$ cat src/rtl/ifetch_queue_if.sv
// Fetch-queue interface: groups the instruction-memory request/ack channel,
// the redirect input and the head-of-queue output toward the IF/ID register.
//   imem_req/imem_addr   : request and word address [31:2] (queue -> memory)
//   imem_ack/imem_rdata  : completion and instruction word (memory -> queue)
//   redirect/redirect_pc : flush and restart at a new word PC (pipeline -> queue)
//   deq                  : consumer takes the head entry (pipeline -> queue)
//   out_valid/out_pc/out_instr : head entry (queue -> pipeline)
// Modport master is the fetch queue; modport slave is its environment.
interface ifetch_queue_if;
    logic        imem_req;
    logic [29:0] imem_addr;
    logic        imem_ack;
    logic [31:0] imem_rdata;
    logic        redirect;
    logic [29:0] redirect_pc;
    logic        deq;
    logic        out_valid;
    logic [29:0] out_pc;
    logic [31:0] out_instr;

    modport master (
        output imem_req,
        output imem_addr,
        input  imem_ack,
        input  imem_rdata,
        input  redirect,
        input  redirect_pc,
        input  deq,
        output out_valid,
        output out_pc,
        output out_instr
    );

    modport slave (
        input  imem_req,
        input  imem_addr,
        output imem_ack,
        output imem_rdata,
        output redirect,
        output redirect_pc,
        output deq,
        input  out_valid,
        input  out_pc,
        input  out_instr
    );
endinterface

$ cat src/rtl/ifetch_queue.sv
// Instruction-fetch queue sitting in front of the IF stage.
// Issues word requests to a variable-latency instruction memory, buffers the
// returned words with their PCs in a DEPTH-entry FIFO and presents the head
// entry to the IF/ID register. A redirect flushes the FIFO and discards any
// return still in flight for the abandoned path.
// Ports:
//   clk : clock, all state changes on the rising edge
//   rst : synchronous active-low reset
//   bus : ifetch_queue_if.master (memory channel, redirect, deq, head entry)
// Parameters:
//   DEPTH    : FIFO entries, power of two, at least 2
//   RESET_PC : word PC fetched first after reset
module ifetch_queue #(
    parameter int unsigned DEPTH    = 4,
    parameter logic [29:0] RESET_PC = 30'h0000_0C00
) (
    input  logic           clk,
    input  logic           rst,
    ifetch_queue_if.master bus
);

    localparam int unsigned PTR_W   = $clog2(DEPTH);
    localparam int unsigned CNT_W   = PTR_W + 1;
    localparam int unsigned PC_W    = 30;
    localparam int unsigned INSTR_W = 32;

    localparam logic [CNT_W-1:0] DEPTH_CNT = CNT_W'(DEPTH);

    // IDLE: no request outstanding; WAIT: live request; DROP: request whose
    // data belongs to a path that has since been redirected away from.
    typedef enum logic [1:0] {
        IDLE = 2'd0,
        WAIT = 2'd1,
        DROP = 2'd2
    } state_t;

    typedef struct packed {
        logic [PC_W-1:0]    pc;
        logic [INSTR_W-1:0] instr;
    } entry_t;

    state_t             state_q,    state_d;
    logic [PC_W-1:0]    fetch_pc_q, fetch_pc_d;
    logic [PC_W-1:0]    req_addr_q, req_addr_d;
    logic [CNT_W-1:0]   count_q,    count_d;
    logic [PTR_W-1:0]   rd_ptr_q,   rd_ptr_d;
    logic [PTR_W-1:0]   wr_ptr_q,   wr_ptr_d;

    logic               wr_en;
    logic               pop;
    logic               room;
    logic               req_active;

    entry_t             fifo_mem [DEPTH];
    entry_t             head;

    // A request is on the bus in both WAIT and DROP; ack is only meaningful then.
    assign req_active = (state_q == WAIT) || (state_q == DROP);

    // State register.
    always_ff @(posedge clk) begin
        if (!rst) begin
            state_q    <= IDLE;
            fetch_pc_q <= RESET_PC;
            req_addr_q <= RESET_PC;
            count_q    <= '0;
            rd_ptr_q   <= '0;
            wr_ptr_q   <= '0;
        end else begin
            state_q    <= state_d;
            fetch_pc_q <= fetch_pc_d;
            req_addr_q <= req_addr_d;
            count_q    <= count_d;
            rd_ptr_q   <= rd_ptr_d;
            wr_ptr_q   <= wr_ptr_d;
        end
    end

    // Next-state, FIFO bookkeeping and request sequencing.
    always_comb begin
        state_d    = state_q;
        fetch_pc_d = fetch_pc_q;
        req_addr_d = req_addr_q;
        count_d    = count_q;
        rd_ptr_d   = rd_ptr_q;
        wr_ptr_d   = wr_ptr_q;
        wr_en      = 1'b0;
        pop        = 1'b0;
        room       = 1'b0;

        if (bus.redirect) begin
            // Flush wins over any same-cycle pop or write.
            count_d  = '0;
            rd_ptr_d = '0;
            wr_ptr_d = '0;
            unique case (state_q)
                IDLE: begin
                    fetch_pc_d = bus.redirect_pc;
                    req_addr_d = bus.redirect_pc;
                    state_d    = WAIT;
                end
                WAIT: begin
                    if (bus.imem_ack) begin
                        // Old word discarded; new request goes out immediately.
                        req_addr_d = bus.redirect_pc;
                        fetch_pc_d = bus.redirect_pc + PC_W'(1);
                    end else begin
                        // Address must stay stable until the old request acks.
                        fetch_pc_d = bus.redirect_pc;
                        state_d    = DROP;
                    end
                end
                DROP: begin
                    fetch_pc_d = bus.redirect_pc;
                    if (bus.imem_ack) begin
                        req_addr_d = bus.redirect_pc;
                        state_d    = WAIT;
                    end
                end
                default: state_d = IDLE;
            endcase
        end else begin
            wr_en   = (state_q == WAIT) && bus.imem_ack;
            pop     = bus.deq && (count_q != '0);
            count_d = count_q + CNT_W'(wr_en) - CNT_W'(pop);
            // Room is judged on the post-edge occupancy so a request is only
            // ever outstanding with a slot already reserved for its data.
            room    = count_d < DEPTH_CNT;
            if (wr_en) begin
                wr_ptr_d = wr_ptr_q + PTR_W'(1);
            end
            if (pop) begin
                rd_ptr_d = rd_ptr_q + PTR_W'(1);
            end
            unique case (state_q)
                IDLE: begin
                    if (room) begin
                        req_addr_d = fetch_pc_q;
                        state_d    = WAIT;
                    end
                end
                WAIT: begin
                    if (bus.imem_ack) begin
                        fetch_pc_d = req_addr_q + PC_W'(1);
                        if (room) begin
                            // Back-to-back issue keeps zero-wait memory at one word per cycle.
                            req_addr_d = req_addr_q + PC_W'(1);
                        end else begin
                            state_d = IDLE;
                        end
                    end
                end
                DROP: begin
                    if (bus.imem_ack) begin
                        req_addr_d = fetch_pc_q;
                        state_d    = WAIT;
                    end
                end
                default: state_d = IDLE;
            endcase
        end
    end

    // FIFO storage; contents need no reset because count gates visibility.
    always_ff @(posedge clk) begin
        if (rst && wr_en) begin
            fifo_mem[wr_ptr_q].pc    <= req_addr_q;
            fifo_mem[wr_ptr_q].instr <= bus.imem_rdata;
        end
    end

    assign head = fifo_mem[rd_ptr_q];

    assign bus.imem_req  = req_active;
    assign bus.imem_addr = req_addr_q;
    assign bus.out_valid = (count_q != '0);
    assign bus.out_pc    = head.pc;
    assign bus.out_instr = head.instr;

endmodule

$ cat src/flat_wrapper.sv
// flat-port wrapper written by rule: the top's interface ports become plain ports
module ifetch_queue_flat 
#(
    parameter int unsigned DEPTH    = 4,
    parameter logic [29:0] RESET_PC = 30'h0000_0C00
)
  (clk, rst, bus_imem_req, bus_imem_addr, bus_imem_ack, bus_imem_rdata, bus_redirect, bus_redirect_pc, bus_deq, bus_out_valid, bus_out_pc, bus_out_instr);
  ifetch_queue_if bus_i ();
  input  logic clk;
  input  logic rst;
  output wire logic [$bits(bus_i.imem_req)-1:0] bus_imem_req;
  output wire logic [$bits(bus_i.imem_addr)-1:0] bus_imem_addr;
  input wire logic [$bits(bus_i.imem_ack)-1:0] bus_imem_ack;
  input wire logic [$bits(bus_i.imem_rdata)-1:0] bus_imem_rdata;
  input wire logic [$bits(bus_i.redirect)-1:0] bus_redirect;
  input wire logic [$bits(bus_i.redirect_pc)-1:0] bus_redirect_pc;
  input wire logic [$bits(bus_i.deq)-1:0] bus_deq;
  output wire logic [$bits(bus_i.out_valid)-1:0] bus_out_valid;
  output wire logic [$bits(bus_i.out_pc)-1:0] bus_out_pc;
  output wire logic [$bits(bus_i.out_instr)-1:0] bus_out_instr;
  assign bus_imem_req = bus_i.imem_req;
  assign bus_imem_addr = bus_i.imem_addr;
  assign bus_i.imem_ack = bus_imem_ack;
  assign bus_i.imem_rdata = bus_imem_rdata;
  assign bus_i.redirect = bus_redirect;
  assign bus_i.redirect_pc = bus_redirect_pc;
  assign bus_i.deq = bus_deq;
  assign bus_out_valid = bus_i.out_valid;
  assign bus_out_pc = bus_i.out_pc;
  assign bus_out_instr = bus_i.out_instr;
  ifetch_queue #(.DEPTH(DEPTH), .RESET_PC(RESET_PC)) u_core (.clk(clk), .rst(rst), .bus(bus_i));
endmodule
$ cat config.mk
export PLATFORM = sky130hd
export DESIGN_NAME = ifetch_queue_flat
export DESIGN_NICKNAME = d
export VERILOG_FILES = /design/src/rtl/ifetch_queue_if.sv /design/src/rtl/ifetch_queue.sv /design/src/flat_wrapper.sv
export SDC_FILE = /design/constraint.sdc
export NUM_CORES = 1
export LEC_CHECK = 0
export BUFFER_PORTS_ARGS = -buffer_cell sky130_fd_sc_hd__buf_2
export CAP_MARGIN = 25
export CELL_PAD_IN_SITES_DETAIL_PLACEMENT = 2
export CELL_PAD_IN_SITES_GLOBAL_PLACEMENT = 2
export CORE_ASPECT_RATIO = 1.25
export CORE_UTILIZATION = 37
export DETAILED_ROUTE_END_ITERATION = 8
export PLACE_DENSITY_LB_ADDON = 0.1
export REMOVE_ABC_BUFFERS = 1
export SLEW_MARGIN = 25
export SYNTH_ARGS = -nofsm -noshare
export SYNTH_HDL_FRONTEND = slang
export SYNTH_SLANG_ARGS = --single-unit
$ cat constraint.sdc
create_clock -name clk -period 3.31 [get_ports clk]
set_clock_uncertainty 0.05 [all_clocks]
set_input_delay 0 -clock clk [delete_from_list [all_inputs] [get_ports clk]]
set_output_delay 0 -clock clk [all_outputs]
set_load 0.01 [all_outputs]
==> results summary, run 1 <==
The net count of the finished layout is 1341. The starting utilization of the core area is 37.6%. The estimated wirelength of the detail-placed design is around 29 mm. The hold violation count in the final report came out at 0. In the post-synthesis netlist, the biggest area contributors are sky130_fd_sc_hd__edfxtp_1 53%, sky130_fd_sc_hd__dfxtp_1 10%, sky130_fd_sc_hd__mux4_2 10%.

The depth of the worst hold-timing path is 2. The type of the setup path with the least slack is register to register. The required arrival time at the worst endpoint came out at 3670 ps. The worst setup path is captured at a register.

The clock period could shrink to 3200 ps. Across the VDD grid, the largest voltage drop is a little over 0.5 mV. Setup violations remaining at the end of the flow were counted as 0. The die boundary height came out at 220 microns. The routed wire length per instance is 25.5 microns.

The count of unique library cells instantiated by Yosys is 72. The average vias per placed instance is approximately 5.6. The fraction of synthesis flops using an asynchronous set or reset pin is 0%. The number of warning messages in the yosys log came out at 0. In the final layout, the share of cells above drive strength 1 is 28.1%. The critical path buffer and inverter count is 2. The post-detailed-route count of antenna-violating nets is 0. The post-route clock period utilization came out at slightly below 100%. The clock latency on the worst-skew pair came out at ~530 ps. The most used flip-flop cell after synthesis is sky130_fd_sc_hd__edfxtp_1. The maximum number of pins on one net before global-route repair came out at 53.

The largest fanout on the critical path came out at 5. The all-layer global routing usage came out at 23.6%. The library cell used most frequently in the layout, excluding fill and tap cells, is sky130_fd_sc_hd__edfxtp_1. The total of buffers placed on input and output ports is 160. The number of CTS-inserted buffers came out at 37. The initial antenna violation count is 1. The sink count of the clock tree came out at 319.

The delay of the slowest critical-path stage came out at 380 ps. The share of the synthesized area in the top cell type came out at 53.1%. The fmax is 312 MHz.

The count of filler cells inserted in the layout is 3645. The clock transition at the registers of the reported paths is 60 ps. The number of cells traversed by the worst register-to-register path is 12.

The core area is approximately 0.037 sq mm. The accumulated negative setup slack is 0 ps. The data arrival time of the worst path is 3570 ps.

The remaining max-slew budget at the tightest pin came out at 47.3%. The floorplan die width is between 150 and 200 microns. Broken down by cell family, the worst path's largest delay share belongs to adder cells. The actual slew at the worst max-slew pin came out at 790 ps.

The startpoint identified for the worst hold timing path is bus_imem_rdata[27]. The deepest clock path buffer count is 3. The synthesized cell area came out at 0.0140 sq mm. The number of slew-limit violations in the final report came out at 0.

The violation count after the first detailed-route iteration is 581. The total of max-cap violations came out at 0. The setup slack of the worst register-to-register path came out at roughly 110 ps.

The synthesized design contains approximately 250 enable-type register cells. The post-route DRC violation count came out at 0. The top cell types in the final layout, fill and taps aside, are 248 x sky130_fd_sc_hd__edfxtp_1, 160 x sky130_fd_sc_hd__buf_2, 68 x sky130_fd_sc_hd__dlygate4sd3_1, 68 x sky130_fd_sc_hd__dfxtp_1, 62 x sky130_fd_sc_hd__mux4_2. The worst register-to-register path begins at u_core.count_q[1]. The routability-driven placement congestion ratio is 0.745.

The first-pass GRT wire length is between 60 and 70 mm. The startpoint class of the critical path is a register. The number of register bits inferred by synthesis came out at between 300 and 400. The path with the worst hold slack has its endpoint at u_core.fifo_mem[3][27]. TritonCTS built the clock tree. The H-tree was split into 2 levels. Pin placement for this block handled between 150 and 200 I/O pins. The number of rows created at floorplan is 79. The run finished with clean final reports. The path class of the lowest-slack min-delay path is input pin to register. The number of antenna cells inserted is 0.

The ratio of total power to cell area is between 600 and 700 mW/mm^2. The number of setup buffers added after CTS came out at 0. The synthesized netlist cell count came out at 1000. The number of placed instances, taps included came out at 1635. The total leakage power came out at slightly above 6 nW. In this run the critical register-to-register path is captured at u_core.bus.imem_addr[11].

The sum of internal, switching and leakage power is 12.0 mW. The area growth from synthesis to layout is 26.0%. The count of placed standard cells in the final layout, fillers left out came out at 1773. The cell type of the slowest stage on the worst timing path is sky130_fd_sc_hd__or3_4.

The critical path goes through or3_4 -> and2_4 -> ha_1 -> inv_1 -> ha_2 -> fa_2 -> xor3_2 -> nor3_4 -> o22ai_4 -> buf_12 -> nand2_1 -> a221o_1. For this run the aggregate overflow at the end of global routing stands at 0. The total iterations of the first detailed-routing run is 5. Clock tree synthesis selected as its root buffer the cell sky130_fd_sc_hd__clkbuf_16. The largest total area in the synthesized netlist belongs to sky130_fd_sc_hd__edfxtp_1.

The final routed wirelength across all metal layers is roughly 45 mm. The register area share after synthesis is 63.3%. The die footprint is 0.0387 sq mm. The total number of vias is approximately 10000. The via count of the first global-routing pass is 11100. The mean cell area of the mapped netlist is between 10 and 15 sq um.
## routing by layer
layer	vias to the layer above	global-route usage [%]	routed length (microns)	part of all wire (%)
met3	57	3.05	1650	3.7
met4	2	7.10	1010	2.2
met1	5196	29.1	18900	42
met5	-	0	10	0.022
li1	4494	-	-	-
met2	219	42.9	23600	52
## cells in the mapped netlist, types with 16 or more instances
master / number
sky130_fd_sc_hd__a21oi_1: 53
sky130_fd_sc_hd__clkbuf_1: 48
sky130_fd_sc_hd__nor2_1: 51
sky130_fd_sc_hd__mux4_2: 62
sky130_fd_sc_hd__nand2_1: 61
sky130_fd_sc_hd__edfxtp_1: 248
sky130_fd_sc_hd__xnor2_1: 21
sky130_fd_sc_hd__nor3_1: 22
sky130_fd_sc_hd__nand3_1: 31
sky130_fd_sc_hd__dfxtp_1: 71
sky130_fd_sc_hd__nand4_1: 18
sky130_fd_sc_hd__nor4_1: 22
sky130_fd_sc_hd__o21ai_0: 46
sky130_fd_sc_hd__inv_1: 20
sky130_fd_sc_hd__and3_1: 16
## how the worst max path moves through the flow
stage / startpoint / end / slack [ps] / cells past startpoint
2_1_floorplan: u_core.state_q[1] / u_core.bus.imem_addr[27] / -1060 / 11
3_3_place_gp: u_core.count_q[1] / u_core.bus.imem_addr[26] / 130 / 12
3_5_place_dp: u_core.count_q[1] / u_core.bus.imem_addr[16] / 50 / 12
4_1_cts: u_core.count_q[1] / u_core.bus.imem_addr[11] / 30 / 12
5_1_grt: u_core.count_q[1] / u_core.bus.imem_addr[16] / -10 / 12
6_report: u_core.count_q[1] / u_core.bus.imem_addr[11] / 110 / 12
## power by group
group	total [mW]	internal (mW)	switching [mW]
registers	5.28	4.76	0.517
logic	2.81	1.18	1.63
clock network	3.92	2.30	1.62
## cells by family (layout without fill, tap and decap cells)
kind of cell    Yosys count  count (layout)  share of synthesized area (%)
compound gates          205             205                           9.81
buf+inv                  85             372                           2.44
mux                      69              69                           10.5
flops                   319             319                           63.3
simple gates            275             275                           10.6
xor+xnor                 33              33                           2.17
fa+ha+maj                14              14                           1.30
## metrics by stage
stage               utilization (%)  hold slack [ps]  cell area (sq um)  setup slack (ps)
finish                         47.4              178              17700               106
global route                   47.4              192              17700             -9.83
CTS                            47.0              163              17500              32.6
detailed placement             42.1              175              15700              45.3
global placement               42.1              166              15700               134
floorplan                         -             28.6              13800             -1060
## flip-flops by register name, summed over array words and instances (netlist names), named ones only
register              count
u_core.wr_ptr_q           2
u_core.fetch_pc_q        30
u_core.rd_ptr_q           2
u_core.count_q            3
u_core.bus.imem_addr     30
u_core.fifo_mem         248
u_core.state_q            2
## cell type report
class	instances	area, sq um	area share (%)
Sequential cell	319	8880	50.3
Multi-Input combinational cell	596	4890	27.7
Tap cell	486	608	3.44
Clock inverter	18	168	0.949
Inverter	22	82.6	0.467
Timing Repair Buffer	284	2070	11.7
Clock buffer	48	967	5.47
## what timing repair did
item,CTS,global route
pin swaps,0,2
hold buffers,68,0
gates cloned,0,4
gates resized for setup,1,13
endpoints found under the hold margin,190,0
endpoints found under the setup margin,2,17
No activity file was read; power rests on OpenSTA's default activity.
==> run 2, diff against run 1 <==
- clock period: 3.31 -> 2.7 ns (I/O delays scaled with it)
==> run 2 against run 1 <==
Compared with the run above:
- via count rose by 1.4%
- highest routed layer is now met4
- critical path type unchanged
- sequential cell count did not move
- global-route usage rose by 1.6 points
- maximum frequency rose by 6.3%
- setup slack got worse by 420 ps
- register-to-register slack got worse by 420 ps
- sequential share of layout area fell by 1.3 points
- die area did not move
- final cell count rose by 1.9%
- core utilization rose by 1.3 points
- largest cell class unchanged
- critical path depth did not move
- the flow now finishes with violations (setup timing)
- routed wire length rose by 5.3%
==> results summary, run 2 (same netlist as run 1, synthesis figures left out) <==
Result of the run: finished, violations left (was completed). The checks that failed: setup timing. The most common library cell in the layout ignoring fill and taps is sky130_fd_sc_hd__edfxtp_1 (unchanged). The total leakage power is 6.26 nW (was 6.05 nW). The ratio of total power to cell area is 841 mW/mm^2 (was 680 mW/mm^2). The number of antenna cells inserted is 0 (unchanged).

The largest fanout on the critical path came out at 3 (was 5). The number of slew-limit violations in the final report is 0 (unchanged). The number of primary I/O pins came out at 161 (unchanged).

The launching point of the worst reg2reg path is u_core.count_q[1] (unchanged). The post-route DRC violation count came out at 0 (unchanged). The destination of the worst register-to-register timing path was u_core.state_q[0] (was u_core.bus.imem_addr[11]). The end-of-flow core utilization came out at 48.7% (was 47.4%). The cell at the root of the clock tree is sky130_fd_sc_hd__clkbuf_16 (unchanged).

The met3 wire length came out at 1.57 mm (was 1.65 mm). The total iterations of the first detailed-routing run came out at 5 (unchanged). The number of cells traversed by the worst register-to-register path was 12 (unchanged). The number of CTS-inserted buffers came to 36 (was 37). The timing startpoint of the critical path is u_core.count_q[1] (unchanged). The startpoint class of the critical path was a register (unchanged).

The routability-driven placement congestion ratio is 0.774 (was 0.745). The TritonCTS clock tree is yes (unchanged). The hold violation count in the final report was 0 (unchanged).

The post-detailed-route count of antenna-violating nets was 0 (unchanged). The initial antenna violation count came out at 0 (was 1). The final hold slack came out at 44.7 ps (was 178 ps).

The area added between synthesis and finish came to 29.5% (was 26.0%). The critical path capture point is u_core.state_q[0] (was u_core.bus.imem_addr[11]). The average vias per placed instance is 5.60 (was 5.62).

The net count reported at finish is 1374 (was 1341). The total number of vias came out at 10100 (was 9968). The required arrival time at the worst endpoint is 3080 ps (was 3670 ps).

The total of max-cap violations came out at 0 (unchanged). The floorplan die width is 176 microns (unchanged). The final routed wirelength across all metal layers was 47.6 mm (was 45.2 mm). The number of H-tree branching levels is 2 (unchanged). The number of placed instances, taps included is 1670 (was 1635). The length of routed met2 wiring is 24.8 mm (was 23.6 mm).

The setup slack of the worst register-to-register path came out at -310 ps (was 110 ps). The setup slack of the critical path after layout came out at -314 ps (was 106 ps). The first-pass GRT wire length is 72.2 mm (was 68.2 mm). The remaining max-slew budget at the tightest pin is 44.0% (was 47.3%). The estimated wirelength of the detail-placed design came to 30.5 mm (was 29.1 mm).

The type of element capturing the critical path was a register (unchanged). The deepest clock path buffer count is 3 (unchanged). The core area is 0.0373 sq mm (unchanged). The clock transition at the registers of the reported paths is 60 ps (about the same).

The starting utilization of the core area came to 37.6% (unchanged). The highest ir drop seen on vdd was 0.492 mV (was 0.510 mV). The minimum clock period after layout came out at 3010 ps (was 3200 ps). The clock latency on the worst-skew pair came to 540 ps (was 530 ps). The met1 wire length is 20.0 mm (was 18.9 mm). The accumulated negative setup slack is -7140 ps (was 0 ps). The via count of the first global-routing pass was 11300 (was 11100).

The die footprint is 0.0387 sq mm (unchanged). The routed wire length per instance came out at 26.3 microns (was 25.5 microns). The type of the setup path with the least slack is register to register (unchanged). The die boundary height is 220 microns (unchanged). Highest-count cells in the layout ignoring fill and taps: 248 x sky130_fd_sc_hd__edfxtp_1, 160 x sky130_fd_sc_hd__buf_2, 74 x sky130_fd_sc_hd__buf_4 (was 248 x sky130_fd_sc_hd__edfxtp_1, 160 x sky130_fd_sc_hd__buf_2, 68 x sky130_fd_sc_hd__dlygate4sd3_1, 68 x sky130_fd_sc_hd__dfxtp_1, 62 x sky130_fd_sc_hd__mux4_2).

The path class of the lowest-slack min-delay path is input pin to register (unchanged). The maximum number of pins on one net before global-route repair came out at 60 (was 53). The overall overflow remaining after global route came to 0 (unchanged).

The flip-flop count of the largest register after layout came out at 248 (unchanged). The number of endpoints failing setup at the final stage came out at 32 (was 0). The sink count of the clock tree came out at 319 (unchanged).

The number of rows created at floorplan is 79 (unchanged). The sum of internal, switching and leakage power came out at 15.3 mW (was 12.0 mW). The count of placed standard cells in the final layout, fillers left out is 1806 (was 1773). The footprint of the flip-flops and latches came out at 0.00888 sq mm (unchanged). The violation count after the first detailed-route iteration came to 547 (was 581).

The total of buffers placed on input and output ports came to 160 (unchanged). The all-layer global routing usage came out at 25.2% (was 23.6%). The fmax came out at 332 MHz (was 312 MHz). Setup repair after global routing could not meet its margin everywhere. The count of filler cells inserted in the layout came out at 3636 (was 3645). The fraction of layout cells with a size suffix above 1 is 33.0% (was 28.1%).

The actual slew at the worst max-slew pin is 832 ps (was 790 ps). The top layer used by detailed routing is met4 (was met5). The footprint of the multi-input gates came out at 0.00507 sq mm (was 0.00489 sq mm).

The post-route clock period utilization is 112% (was 96.8%). The data arrival time of the worst path came out at 3390 ps (was 3570 ps). The most flop-heavy register was u_core.fifo_mem (unchanged).
-- run 2: cell count changes in the layout (fill, tap and decap cells not counted), sizes merged --
cell,previous run,this run
buf,212,252
clkbuf,52,44
clkinv,14,16
clkinvlp,0,2
dlygate4sd3,68,66
inv,23,22
-- run 2: critical path, cell delays in order, from the launching register on --
cell,delay (ps)
sky130_fd_sc_hd__dfxtp_2,320
sky130_fd_sc_hd__or3_4,380
sky130_fd_sc_hd__and2_4,180
sky130_fd_sc_hd__ha_4,260
sky130_fd_sc_hd__inv_2,40
sky130_fd_sc_hd__ha_4,140
sky130_fd_sc_hd__fa_2,320
sky130_fd_sc_hd__xor3_2,280
sky130_fd_sc_hd__buf_4,160
sky130_fd_sc_hd__buf_4,130
sky130_fd_sc_hd__nor3b_1,190
sky130_fd_sc_hd__o2bb2ai_1,140
sky130_fd_sc_hd__o221a_2,310
-- run 2: stage by stage --
| stage | cell area (sq um) | worst slack (ps) |
|---|---|---|
| global route | 18100 | -407 |
| detailed placement | 16000 | -491 |
| finish | 18100 | -314 |
| global placement | 16000 | -389 |
| floorplan | 13800 | -1670 |
| CTS | 18100 | -342 |
-- run 2: worst min path at each step --
stage	startpoint	to	slack (ps)	depth (start not counted)
final	bus_redirect	u_core.fetch_pc_q[4]	40	4
after global routing	bus_redirect	u_core.fetch_pc_q[4]	80	4
after CTS	bus_redirect	u_core.fetch_pc_q[4]	30	4
after detailed placement	bus_imem_rdata[27]	u_core.fifo_mem[3][27]	170	1
after global placement	bus_imem_rdata[26]	u_core.fifo_mem[1][26]	160	1
after floorplan	rst	u_core.bus.imem_addr[10]	30	1
-- run 2: what timing repair did --
action,CTS,global route
buffers inserted,3,0
endpoints found under the setup margin,32,32
hold buffers,66,0
endpoints found under the hold margin,188,0
pin swaps,11,2
gates resized for setup,52,12
gates cloned,2,0
-- run 2: metal layers --
| metal | vias to the layer above | GRT usage (%) |
|---|---|---|
| met1 | 5246 | 31.5 |
| met5 | - | 0 |
| met4 | 0 | 7.36 |
| met2 | 230 | 45.4 |
| li1 | 4562 | - |
| met3 | 67 | 3.28 |
-- run 2: area by class of cell --
| type | count | share of cell area, % |
|---|---|---|
| flip-flops and latches | 319 | 48.9 |
| multi-input cells | 596 | 28.0 |
| repair buffers | 318 | 13.0 |
| clock buffers | 44 | 5.13 |
| well taps | 486 | 3.35 |
| clock inverters | 21 | 1.14 |
| inverters | 22 | 0.455 |
-- run 2: report_power, final --
group	switching, mW	internal (mW)	leakage [nW]
clock network	2.09	2.77	0.551
registers	0.365	5.83	2.84
logic	2.44	1.76	2.87
total	4.90	10.4	6.26
